## src/rtl/seg_disp_arb.sv

```systemverilog
// Arbitrates three clients onto one 6-digit hex display with a minimum hold
// time per owner, a blank gap between owners and optional client-0 preemption.
module seg_disp_arb #(
    parameter int CLK_PER_MS = 50000,
    parameter int HOLD_MS    = 1000,
    parameter int GAP_MS     = 2
) (
    input  logic        clk,
    input  logic        rst_n,
    input  logic [2:0]  req,
    input  logic [71:0] data_in,
    input  logic        pri_en,
    output logic [2:0]  gnt,
    output logic [23:0] disp_data,
    output logic        disp_en,
    output logic        busy
);

    localparam int MAX_MS = (HOLD_MS > GAP_MS) ? HOLD_MS : GAP_MS;
    localparam int PW     = $clog2(CLK_PER_MS);
    localparam int MW     = $clog2(MAX_MS + 1);

    localparam logic [PW-1:0] PRESC_LAST = PW'(CLK_PER_MS - 1);
    localparam logic [MW-1:0] MS_MAX     = MW'(MAX_MS);
    localparam logic [MW-1:0] HOLD_C     = MW'(HOLD_MS);
    localparam logic [MW-1:0] GAP_LAST   = MW'(GAP_MS - 1);

    localparam logic [1:0] IDLE = 2'd0;
    localparam logic [1:0] OWN  = 2'd1;
    localparam logic [1:0] GAP  = 2'd2;

    logic [1:0]    r_state;
    logic [PW-1:0] r_presc;
    logic [MW-1:0] r_ms;
    logic [1:0]    r_owner;
    logic [1:0]    r_lastOwner;
    logic          r_prio;
    logic [2:0]    r_gnt;
    logic [23:0]   r_dispData;
    logic          r_dispEn;

    logic [1:0]    w_nextState;
    logic          w_enter;
    logic          w_tick;
    logic          w_ownerReq;
    logic          w_otherReq;
    logic          w_preempt;
    logic          w_ownExit;
    logic          w_gapDone;
    logic [1:0]    w_pick;
    logic [2:0]    w_pickOh;
    logic [23:0]   w_slice;

    assign w_tick     = (r_presc == PRESC_LAST);
    assign w_ownerReq = |(req & r_gnt);
    assign w_otherReq = |(req & ~r_gnt);
    assign w_preempt  = pri_en && req[0] && !r_gnt[0];
    assign w_ownExit  = (r_state == OWN) &&
                        (!w_ownerReq || w_preempt || ((r_ms >= HOLD_C) && w_otherReq));
    // Gap ends on the very edge the ms count would reach GAP_MS.
    assign w_gapDone  = (r_state == GAP) && w_tick && (r_ms == GAP_LAST);
    assign w_enter    = (w_nextState != r_state);
    assign w_pickOh   = 3'b001 << w_pick;

    always_comb begin
        w_nextState = r_state;
        case (r_state)
            IDLE:    if (|req) w_nextState = OWN;
            OWN:     if (w_ownExit) w_nextState = GAP;
            GAP:     if (w_gapDone) w_nextState = IDLE;
            default: w_nextState = IDLE;
        endcase
    end

    // Round-robin search starts just above the previous owner; a pending
    // preemption forces client 0.
    always_comb begin
        case (r_lastOwner)
            2'd0:    w_pick = req[1] ? 2'd1 : (req[2] ? 2'd2 : 2'd0);
            2'd1:    w_pick = req[2] ? 2'd2 : (req[0] ? 2'd0 : 2'd1);
            default: w_pick = req[0] ? 2'd0 : (req[1] ? 2'd1 : 2'd2);
        endcase
        if (r_prio) w_pick = 2'd0;
    end

    always_comb begin
        case (r_owner)
            2'd0:    w_slice = data_in[23:0];
            2'd1:    w_slice = data_in[47:24];
            default: w_slice = data_in[71:48];
        endcase
    end

    always_ff @(posedge clk or negedge rst_n) begin
        if (!rst_n) begin
            r_presc <= '0;
            r_ms    <= '0;
        end else if (w_enter || w_tick) begin
            r_presc <= '0;
            if (w_enter) r_ms <= '0;
            else if (r_ms != MS_MAX) r_ms <= r_ms + 1'b1;
        end else begin
            r_presc <= r_presc + 1'b1;
        end
    end

    always_ff @(posedge clk or negedge rst_n) begin
        if (!rst_n) begin
            r_state     <= IDLE;
            r_owner     <= 2'd0;
            r_lastOwner <= 2'd2;
            r_prio      <= 1'b0;
            r_gnt       <= 3'b000;
            r_dispData  <= 24'h0;
            r_dispEn    <= 1'b0;
        end else begin
            r_state <= w_nextState;
            case (r_state)
                IDLE: begin
                    if (|req) begin
                        r_owner <= w_pick;
                        r_gnt   <= w_pickOh;
                        r_prio  <= 1'b0;
                    end
                end
                OWN: begin
                    if (w_ownExit) begin
                        r_lastOwner <= r_owner;
                        r_gnt       <= 3'b000;
                        r_dispEn    <= 1'b0;
                        // An owner release wins over a simultaneous preemption.
                        r_prio      <= w_preempt && w_ownerReq;
                    end else begin
                        r_dispData <= w_slice;
                        r_dispEn   <= 1'b1;
                    end
                end
                default: ;
            endcase
        end
    end

    assign gnt       = r_gnt;
    assign disp_data = r_dispData;
    assign disp_en   = r_dispEn;
    assign busy      = (r_state != IDLE);

endmodule

```

## config.mk

```make
export PLATFORM = sky130hd
export DESIGN_NAME = seg_disp_arb
export DESIGN_NICKNAME = d
export VERILOG_FILES = /design/src/rtl/seg_disp_arb.sv
export SDC_FILE = /design/constraint.sdc
export NUM_CORES = 1
export LEC_CHECK = 0
export CAP_MARGIN = 20
export CORE_MARGIN = 10
export CORE_UTILIZATION = 40
export CTS_CLUSTER_DIAMETER = 150
export CTS_CLUSTER_SIZE = 28
export DETAILED_ROUTE_END_ITERATION = 7
export PLACE_DENSITY_LB_ADDON = 0.3
export SYNTH_ARGS = -nofsm -noshare
export SYNTH_HDL_FRONTEND = slang
export SYNTH_SLANG_ARGS = --single-unit
```

## constraint.sdc

```tcl
create_clock -name clk -period 4.21 [get_ports clk]
set_input_delay 0.6315 -clock clk [delete_from_list [all_inputs] [get_ports clk]]
set_output_delay 0.6315 -clock clk [all_outputs]
set_load 0.02 [all_outputs]
```

==> results.cfg <==
[grt]
grt_max_degree = 49
grt_pass1_wl_um = 14600
antenna_found_initial = 0
grt-ovfl-total = 0
grt_pass1_vias = 2952
grt_use_total = 0.143

[sta]
fin_hold_ws_ps = 324
tns_ps = 0
fin_crit_ps = 2720
min_period_over_period = 0.647
rsz0062_at_grt = no
max-slew-margin-rel = 0.503
fmax_mhz = 367
setup_violations = 0
worstMarginPinSlew_ps = 739
fin_worst_skew_ps = 10.5
hold_violations = 0
drv_slew = 0
setup_ws_ps = 1490

[floorplanning]
core-area_um2 = 8090
die_w_um = 111
die-area_um2 = 12200
die_y_um = 111
io_pins = 107
row_count = 33
start_util = 0.406

[detailed_routing]
drt-pass1-iter-count = 5
wl_um = 8910
drtIter0Drc = 93
antenna_left = 0
vias = 2863
route.detailed.drc = 0
wl_per_cell_um = 15.6
vias_per_cell = 5.02

[placement]
placed_area_um2 = 4440
io_buffers = 106
gp_congestion = 0.849
dp_cells = 555
place_ws_ps = 1180
dp_hpwl_um = 7050

[clocking]
cts_tree = built
clockBufferDepth = 2
postCtsHoldBufs = 0
cts_resized = 0
path_clk_slew_ps = 70
numClockSinks = 61
cts_buffers = 9
ctsRootBufferMaster = clkbuf_8
cts_max_level = 3
clk_latency_ps = 330
cts_setup_buffers = 0

[yosys]
synth-main-ff-cell = dfrtp_1
yosysTopAreaCell = dfrtp_1
synth_fp_nets = 441
async_reset_ff_frac = 1.00
netlist_area_um2 = 3290
synth-edff-count = 0
yosys.cell_types.count = 47
synth_area_leaders = dfrtp_1, mux2i_1, nor2_1, a21oi_1, nand2_1
postSynthAreaPerCell_um2 = 9.16
synth_warnings = 0
netlist_instances = 359
seq_area_frac_synth = 0.465
synth_seq_cells = 61
synth_top_area_frac = 0.457

[run_status]
status = finished, final reports clean

[finish]
most-common-layout-cells = clkdlybuf4s50_1, dfrtp_1, nor2_1
drive_gt1_frac = 0.0753
syn_to_final_growth_pct = 40.5
postLayoutCellArea_um2 = 4620
post-route-util = 0.571
antenna_cells = 0
instances_no_fill = 570
mostFrequentLayoutCell = clkdlybuf4s50_1
num-nets-final = 543

[critical_path]
cp.required_ps = 4420
cp.arrival_ps = 2930
crit_type = input pin to flip-flop
timing.rr.start = gnt[0]
crit_fanout = 6
crit_start = req[0]
critPathLaunchType = input pin
endpoint_kind = flip-flop

[pwr]
vdd_ir_drop_max_v = 0.000278
powerDensity_nw_per_um2 = 530
p_leak_nw = 1.94
power.total_mw = 2.45

[job]
maxCapViolCount = 0

[min_path]
hold_class = input pin to asynchronous set/reset pin
==> cell type report <==
type	count	area (um^2)
well taps	105	131
fillers	745	3480
repair buffers	110	1090
clock inverters	1	5.00
flip-flops and latches	61	1530
inverters	11	41.3
clock buffers	14	173
multi-input cells	268	1650
==> critical path, stage by stage <==
cell and delay, ps:
clkdlybuf4s50_1 500, a222oi_1 620, nor3_1 110, o31ai_1 670, mux2_2 400
==> Yosys cell counts (all sizes together) (3+ instances only) <==
cell / count
nor2: 57
nor3: 5
xor2: 11
nand2: 37
clkbuf: 16
nand3: 11
nand4: 6
or3: 3
and3: 3
xnor2: 11
inv: 11
mux2: 3
or4b: 3
nor4: 5
mux2i: 25
a21oi: 28
dfrtp: 60
ha: 4
a21o: 5
o21ai: 28
buf: 3
==> flip-flops by register name, indices dropped and copies added, names as in the netlist <==
| register | cells |
|---|---|
| disp_data | 24 |
| disp_en | 1 |
| gnt | 3 |
| r_lastOwner | 2 |
| r_ms | 10 |
| r_owner | 2 |
| r_presc | 16 |
| r_prio | 1 |
| r_state | 2 |
==> logic make-up (layout without fill, tap and decap cells) <==
family,Yosys count,in the layout,synth area share
AO/OA/AOI/OAI,70,70,0.123
XOR/XNOR,22,22,0.0586
adder cells (fa/ha/maj),4,4,0.0152
buffers and inverters,30,136,0.0350
flip-flops,61,61,0.465
multiplexers,28,28,0.0864
AND/OR/NAND/NOR,144,144,0.217
==> path summary, 6_finish.rpt <==
path	end	slack, ps	cells after the start
setup / recovery	r_lastOwner[0]	1490	5
min in group clk	r_presc[0]	470	1
hold / removal	r_ms[8]	320	1
hold reg to reg	r_presc[0]	470	1
max in group asynchronous	disp_data[14]	3010	2
setup reg to reg	r_lastOwner[0]	1870	5
==> metal layers <==
| layer | GRT usage | up-vias | share of wire |
|---|---|---|---|
| met2 | 0.252 | 60 | 0.53 |
| met3 | 0.0330 | 7 | 0.041 |
| met5 | 0 | - | 0 |
| met4 | 0.0521 | 0 | 0.0098 |
| li1 | - | 1439 | - |
| met1 | 0.164 | 1357 | 0.42 |
==> power breakdown <==
group          switching, mW  internal (mW)
Combinational          0.620          0.512
Sequential             0.108          0.740
Clock                  0.208          0.258
Total                  0.937           1.51
(Power assumes the default switching activity.)
